===== config.mk =====
export PLATFORM = sky130hd
export DESIGN_NAME = ctrl_pipe_hazard
export DESIGN_NICKNAME = d
export VERILOG_FILES = /design/src/rtl/riscv_ctrl_pkg.sv /design/src/rtl/fwd_sel.sv /design/src/rtl/ctrl_pipe_hazard.sv
export SDC_FILE = /design/constraint.sdc
export NUM_CORES = 1
export LEC_CHECK = 0
export BUFFER_PORTS_ARGS = -buffer_cell sky130_fd_sc_hd__buf_2
export CAP_MARGIN = 5
export CELL_PAD_IN_SITES_DETAIL_PLACEMENT = 1
export CELL_PAD_IN_SITES_GLOBAL_PLACEMENT = 2
export CORE_MARGIN = 5
export CORE_UTILIZATION = 35
export CTS_BUF_LIST = sky130_fd_sc_hd__clkbuf_8
export DETAILED_ROUTE_END_ITERATION = 8
export GPL_ROUTABILITY_DRIVEN = 1
export PLACE_DENSITY = 0.81
export SYNTH_ARGS = -nofsm -noshare
export SYNTH_HDL_FRONTEND = slang
export SYNTH_SLANG_ARGS = --single-unit

===== constraint.sdc =====
create_clock -name clk -period 5.18 [get_ports clk]
set_input_delay 1.036 -clock clk [delete_from_list [all_inputs] [get_ports clk]]
set_output_delay 1.036 -clock clk [all_outputs]
set_load 0.02 [all_outputs]

===== src/rtl/riscv_ctrl_pkg.sv =====
// rtl/riscv_ctrl_pkg.sv - shared decoded-control types and encodings
//
// Purpose: opcode constants, result/forward select encodings and the packed
// per-instruction control bundle shared by the decoder and ctrl_pipe_hazard.
// Ports: none (package).
package riscv_ctrl_pkg;

  localparam logic [6:0] OP_LOAD   = 7'b0000011;
  localparam logic [6:0] OP_IMM    = 7'b0010011;
  localparam logic [6:0] OP_AUIPC  = 7'b0010111;
  localparam logic [6:0] OP_STORE  = 7'b0100011;
  localparam logic [6:0] OP_REG    = 7'b0110011;
  localparam logic [6:0] OP_LUI    = 7'b0110111;
  localparam logic [6:0] OP_BRANCH = 7'b1100011;
  localparam logic [6:0] OP_JALR   = 7'b1100111;
  localparam logic [6:0] OP_JAL    = 7'b1101111;

  typedef enum logic [1:0] {
    RES_ALU  = 2'b00,
    RES_LOAD = 2'b01,
    RES_PC4  = 2'b10
  } result_src_e;

  typedef enum logic [1:0] {
    FWD_RF  = 2'b00,
    FWD_WB  = 2'b01,
    FWD_MEM = 2'b10
  } fwd_sel_e;

  typedef struct packed {
    logic       reg_write;
    logic [1:0] result_src;
    logic       mem_write;
    logic       mem_read;
    logic       branch;
    logic       jump;
    logic [1:0] alu_op;
    logic       alu_src;
    logic       alu_src_pc;
  } ctrl_bundle_t;

endpackage


===== src/rtl/fwd_sel.sv =====
// rtl/fwd_sel.sv - single-operand EX forwarding select
//
// Purpose: picks the source of one EX operand from MEM / WB / register file.
// Ports:
//   src                               EX source register index
//   mem_valid, mem_reg_write, mem_rd  MEM stage producer
//   wb_valid, wb_reg_write, wb_rd     WB stage producer
//   sel                               2-bit select (fwd_sel_e encoding)
module fwd_sel
  import riscv_ctrl_pkg::*;
#(
  parameter int REG_ADDR_W = 5
) (
  input  logic [REG_ADDR_W-1:0] src,
  input  logic                  mem_valid,
  input  logic                  mem_reg_write,
  input  logic [REG_ADDR_W-1:0] mem_rd,
  input  logic                  wb_valid,
  input  logic                  wb_reg_write,
  input  logic [REG_ADDR_W-1:0] wb_rd,
  output logic [1:0]            sel
);

  // MEM holds the younger result, so it wins over WB; x0 never forwards.
  always_comb begin
    sel = FWD_RF;
    if (mem_valid && mem_reg_write && (mem_rd != '0) && (mem_rd == src)) begin
      sel = FWD_MEM;
    end else if (wb_valid && wb_reg_write && (wb_rd != '0) && (wb_rd == src)) begin
      sel = FWD_WB;
    end
  end

endmodule


===== src/rtl/ctrl_pipe_hazard.sv =====
// rtl/ctrl_pipe_hazard.sv - EX/MEM/WB control pipeline with hazard and forwarding control
//
// Purpose: carries the decoded control bundle from ID through EX, MEM and WB,
// detects load-use and redirect hazards, drives stall/flush/bubble controls,
// EX forwarding selects and saturating stall/flush event counters.
// Ports:
//   clk, rst_n                     clock, asynchronous active-low reset
//   id_*                           decoded ID bundle and register indices
//   ex_branch_taken                EX comparator result
//   mem_wait                       data memory not ready, freezes pipeline
//   ex_*, mem_*, wb_*              stage controls, zero when stage invalid
//   pc_en, if_id_en, if_id_flush   front-end enables / flush
//   fwd_a, fwd_b                   EX operand forwarding selects
//   stall_cnt, flush_cnt           saturating event counters
module ctrl_pipe_hazard
  import riscv_ctrl_pkg::*;
#(
  parameter int REG_ADDR_W = 5,
  parameter int CNT_W      = 16
) (
  input  logic                  clk,
  input  logic                  rst_n,
  input  logic                  id_valid,
  input  logic                  id_reg_write,
  input  logic                  id_alu_src,
  input  logic                  id_alu_src_pc,
  input  logic                  id_mem_write,
  input  logic                  id_mem_read,
  input  logic                  id_branch,
  input  logic                  id_jump,
  input  logic [1:0]            id_result_src,
  input  logic [1:0]            id_alu_op,
  input  logic [REG_ADDR_W-1:0] id_rs1,
  input  logic [REG_ADDR_W-1:0] id_rs2,
  input  logic [REG_ADDR_W-1:0] id_rd,
  input  logic                  ex_branch_taken,
  input  logic                  mem_wait,
  output logic                  ex_alu_src,
  output logic                  ex_alu_src_pc,
  output logic                  ex_branch,
  output logic                  ex_jump,
  output logic [1:0]            ex_alu_op,
  output logic                  mem_mem_write,
  output logic                  mem_mem_read,
  output logic                  wb_reg_write,
  output logic [1:0]            wb_result_src,
  output logic [REG_ADDR_W-1:0] wb_rd,
  output logic                  pc_en,
  output logic                  if_id_en,
  output logic                  if_id_flush,
  output logic [1:0]            fwd_a,
  output logic [1:0]            fwd_b,
  output logic [CNT_W-1:0]      stall_cnt,
  output logic [CNT_W-1:0]      flush_cnt
);

  localparam logic [CNT_W-1:0] CNT_MAX = '1;
  localparam logic [CNT_W-1:0] CNT_ONE = CNT_W'(1);

  ctrl_bundle_t id_ctrl;
  ctrl_bundle_t ex_ctrl;
  logic                  ex_valid;
  logic [REG_ADDR_W-1:0] ex_rd, ex_rs1, ex_rs2;

  logic                  mem_valid, mem_reg_write;
  logic [1:0]            mem_result_src;
  logic                  mem_mem_write_q, mem_mem_read_q;
  logic [REG_ADDR_W-1:0] mem_rd;

  logic                  wb_valid, wb_reg_write_q;
  logic [1:0]            wb_result_src_q;
  logic [REG_ADDR_W-1:0] wb_rd_q;

  logic load_use, redirect, ex_bubble;

  always_comb begin
    id_ctrl            = '0;
    id_ctrl.reg_write  = id_reg_write;
    id_ctrl.result_src = id_result_src;
    id_ctrl.mem_write  = id_mem_write;
    id_ctrl.mem_read   = id_mem_read;
    id_ctrl.branch     = id_branch;
    id_ctrl.jump       = id_jump;
    id_ctrl.alu_op     = id_alu_op;
    id_ctrl.alu_src    = id_alu_src;
    id_ctrl.alu_src_pc = id_alu_src_pc;
  end

  // Both sources are compared even if the ID instruction does not read rs2.
  assign load_use = ex_valid && ex_ctrl.mem_read && (ex_rd != '0) &&
                    ((ex_rd == id_rs1) || (ex_rd == id_rs2)) && id_valid;
  assign redirect = ex_valid && ((ex_ctrl.branch && ex_branch_taken) || ex_ctrl.jump);
  assign ex_bubble = redirect || load_use;

  // Front-end controls; mem_wait defers any pending redirect/stall.
  always_comb begin
    pc_en       = 1'b1;
    if_id_en    = 1'b1;
    if_id_flush = 1'b0;
    if (mem_wait) begin
      pc_en    = 1'b0;
      if_id_en = 1'b0;
    end else if (redirect) begin
      if_id_flush = 1'b1;
    end else if (load_use) begin
      pc_en    = 1'b0;
      if_id_en = 1'b0;
    end
  end

  always_ff @(posedge clk or negedge rst_n) begin
    if (!rst_n) begin
      ex_valid        <= 1'b0;
      ex_ctrl         <= '0;
      ex_rd           <= '0;
      ex_rs1          <= '0;
      ex_rs2          <= '0;
      mem_valid       <= 1'b0;
      mem_reg_write   <= 1'b0;
      mem_result_src  <= 2'b00;
      mem_mem_write_q <= 1'b0;
      mem_mem_read_q  <= 1'b0;
      mem_rd          <= '0;
      wb_valid        <= 1'b0;
      wb_reg_write_q  <= 1'b0;
      wb_result_src_q <= 2'b00;
      wb_rd_q         <= '0;
      stall_cnt       <= '0;
      flush_cnt       <= '0;
    end else if (!mem_wait) begin
      // Fields always load; a bubble only clears valid, which gates outputs.
      ex_valid        <= id_valid && !ex_bubble;
      ex_ctrl         <= id_ctrl;
      ex_rd           <= id_rd;
      ex_rs1          <= id_rs1;
      ex_rs2          <= id_rs2;
      mem_valid       <= ex_valid;
      mem_reg_write   <= ex_ctrl.reg_write;
      mem_result_src  <= ex_ctrl.result_src;
      mem_mem_write_q <= ex_ctrl.mem_write;
      mem_mem_read_q  <= ex_ctrl.mem_read;
      mem_rd          <= ex_rd;
      wb_valid        <= mem_valid;
      wb_reg_write_q  <= mem_reg_write;
      wb_result_src_q <= mem_result_src;
      wb_rd_q         <= mem_rd;
      if (redirect) begin
        if (flush_cnt != CNT_MAX) flush_cnt <= flush_cnt + CNT_ONE;
      end else if (load_use) begin
        if (stall_cnt != CNT_MAX) stall_cnt <= stall_cnt + CNT_ONE;
      end
    end
  end

  assign ex_alu_src    = ex_valid & ex_ctrl.alu_src;
  assign ex_alu_src_pc = ex_valid & ex_ctrl.alu_src_pc;
  assign ex_branch     = ex_valid & ex_ctrl.branch;
  assign ex_jump       = ex_valid & ex_ctrl.jump;
  assign ex_alu_op     = ex_valid ? ex_ctrl.alu_op : 2'b00;
  assign mem_mem_write = mem_valid & mem_mem_write_q;
  assign mem_mem_read  = mem_valid & mem_mem_read_q;
  assign wb_reg_write  = wb_valid & wb_reg_write_q;
  assign wb_result_src = wb_valid ? wb_result_src_q : 2'b00;
  assign wb_rd         = wb_valid ? wb_rd_q : '0;

  fwd_sel #(.REG_ADDR_W(REG_ADDR_W)) u_fwd_a (
    .src           (ex_rs1),
    .mem_valid     (mem_valid),
    .mem_reg_write (mem_reg_write),
    .mem_rd        (mem_rd),
    .wb_valid      (wb_valid),
    .wb_reg_write  (wb_reg_write_q),
    .wb_rd         (wb_rd_q),
    .sel           (fwd_a)
  );

  fwd_sel #(.REG_ADDR_W(REG_ADDR_W)) u_fwd_b (
    .src           (ex_rs2),
    .mem_valid     (mem_valid),
    .mem_reg_write (mem_reg_write),
    .mem_rd        (mem_rd),
    .wb_valid      (wb_valid),
    .wb_reg_write  (wb_reg_write_q),
    .wb_rd         (wb_rd_q),
    .sel           (fwd_b)
  );

endmodule


==> results.md <==
- TritonRoute pass-1 iters: 4
- Period utilization: 66.8%
- Most common cell in the netlist: dfrtp_1
- Setup ws final: ~1.7 ns
- Setup TNS: 0 ns
- # nets final: between 400 and 500
- Setup Viol. Count Final: 0
- Worst-margin pin slew: ~1 ns
- CTS root buf: clkbuf_8
- Arrival time worst endpoint: between 2 and 2.5 ns
- CP Launch Type: flip-flop
- Area of the mapped netlist: ~3800 um^2
- CP top delay family: simple AND/OR/NAND/NOR gates
- WL met2: approximately 4.4 mm
- Sequential fraction of the synthesis area: a little over 50%
- Port bufs: 85
- WHS Path Cells: 1
- Cell taking the most area after synthesis: dfrtp_1
- CTS Buf Count: 9
- Reg area: 1980 um^2
- Vias in the first global route: roughly 2900
- Total track usage: between 10% and 20%
- Reg2reg path depth: 5
- Core area: around 11000 um^2
- Crit-path cells: or4_1, o2111ai_2, a211oi_1, nor2_1, buf_2
- Most frequent cells after synthesis: 79 x dfrtp_1, 48 x mux2_2, 40 x xor2_1
- Synth cell types: 40
- Min-delay src: flush_cnt[10]$_DFFE_PN0P_
- RSZ-0062 raised after global routing: no
- FF-to-FF Start: ex_rd[1]$_DFFE_PN0N_
- Initial Util: between 30% and 40%
- DRC: 0
- Syn nets: approximately 340
- Skew final: about 0.012 ns
- Initial detailed-routing violation count: 53
- Endpoints failing hold: 0
- WL met3: about 370 um
- H-tree depth: 3
- Pin count of the biggest net entering global routing: 80
- Worst vdd ir: between 100 and 150 uV
- EDFF count, synth: 0
- DRT Wirelength: just over 9 mm
- Grt ovf: 0
- DP HPWL: about 6.7 mm
- Highest metal used: met4
- Final Non-Filler Cells: 544
- Ant diodes: 0
- Die Height: 115 um
- Hold Path Class: reg -> reg
- Antenna Violating Nets Remaining: 0
- Crit end category: primary output
- Clk slew on worst S/H paths: around 0.080 ns
- Slowest stage cell on the critical path: or4_1
- Main synth FF type: dfrtp_1
- # IOs: 86
- Hold endpoint: flush_cnt[10]$_DFFE_PN0P_
- Max cap viols: 0
- Worst EP required: 4.14 ns
- Fraction of layout cells with a size suffix above 1: ~40%
- Metal-1 WL: 4.31 mm
- Status: finished, final reports clean
- WP buf/inv: 1
- RR Endpoint: stall_cnt[13]$_DFFE_PN0P_
- Top cell type's share of synthesized area: roughly half
- CTS resizes: 0
- Global-route wire length before repair: ~15 mm
- R2R setup slack: 2.90 ns
- Total power: ~1.6 mW
- Max-slew violations: 0
- Power per Cell Area: ~350 nW/um^2
- Site Rows: 38
- Register bit total from synthesis: between 70 and 80
- DIE WIDTH: about 110 um
- DP Worst Slack: 1.77 ns
- TritonCTS clock tree: done
- Initial antenna violation count: 0
- Relative slew slack: about 33%
- Synth top area cells: dfrtp_1 51%, mux2_2 14%, xor2_1 9.1%
- Area post-placement: about 4400 um^2
- Leak: 2.22 nW
- Critical Path Fanout Max: 12
- Final Hold Slack: 0.494 ns
- Post-CTS Setup Inserts: 0
- DR WL/cell: 16.9 um
- Post-layout min period: about 3.5 ns
- FMAX: slightly below 0.3 GHz
- CTS sink cnt: 79
- Cell count after synthesis: a little over 300
- Post-CTS Hold Buffers: 0
- Post-layout util: a little over two fifths
- DIE AREA: 13200 um^2
- Area of the multi-input gates: roughly 1800 um^2
- Crit-path max cell delay: 0.57 ns
- Post-route cell area: 4650 um^2
- Vias: around 2700
- Critical path class: reg -> out
- Fillers: 1205
- Dpl cells: 528
- Async SR Flop Fraction: 100%
- DR vias/cell: 4.96
- Warnings from Yosys: 0
- Syn Area/Cell: between 10 and 15 um^2
- Synth-to-Final Area Change: 20.8%
- GPL Wtd Cong: 0.854
- Clk_lat worst skew: roughly 0.36 ns
- Longest Clk Path Bufs: 2
-- kinds of logic after synthesis --
family / after synthesis / share of synthesized area, %
xor+xnor: 58 / 13.2
flops: 79 / 51.4
buf+inv: 11 / 1.72
fa+ha+maj: 2 / 0.650
mux: 50 / 14.7
simple gates: 101 / 16.0
compound gates: 10 / 2.41
-- cells in the final DEF, fill, tap and decap left out, drive strengths merged --
cell type and n:
a211oi 1, a21o 1, a21oi 2, a22oi 1, a41oi 1, and2 19
and3 5, and4 4, buf 87, bufinv 3, clkbuf 10, clkinvlp 2
dfrtp 79, ha 2, inv 2, mux2 49, mux2i 1, nand2 15
nand2b 1, nand3 11, nand3b 1, nand4 10, nand4b 1, nor2 9
nor3 8, nor3b 1, nor4 10, nor4b 1, o2111ai 1, o211ai 2
o21ai 1, or4 5, xnor2 18, xor2 40
-- flip-flops by register name, summed over array words and instances, names as in the netlist, 2 cells and up --
signal and flops:
ex_rd 5, ex_rs1 5, wb_result_src_q 2, mem_result_src 2, wb_rd_q 5, ex_ctrl 11
stall_cnt 16, flush_cnt 16, ex_rs2 5, mem_rd 5
-- how the worst max path moves through the flow --
stage	startpoint	slack (ns)	cells after the start	end
floorplan	id_rs2[1]	1.79	7	pc_en
global placement	id_rs2[1]	1.87	8	pc_en
detailed placement	id_rs1[2]	1.77	8	pc_en
CTS	ex_rd[2]$_DFFE_PN0N_	1.70	5	pc_en
global route	ex_rd[2]$_DFFE_PN0N_	1.53	5	pc_en
finish	ex_rd[1]$_DFFE_PN0N_	1.72	5	pc_en
-- power by group --
group,switching (mW),total (mW),internal [mW]
logic,0.150,0.280,0.130
registers,0.0852,0.766,0.681
clock network,0.233,0.564,0.332
-- metal layers --
metal / global-route usage, % / vias up
met3: 2.58 / 12
met2: 23.3 / 49
met4: 6.10 / 0
met5: 0 / -
met1: 19.9 / 1360
li1: - / 1275
-- layout make-up --
cell class / instances / area share (%)
inverters: 1 / 0.0807
clock inverters: 6 / 2.34
flip-flops and latches: 79 / 42.5
repair buffers: 87 / 9.52
multi-input cells: 221 / 38.8
clock buffers: 10 / 2.96
well taps: 140 / 3.77
(Power assumes the default switching activity.)
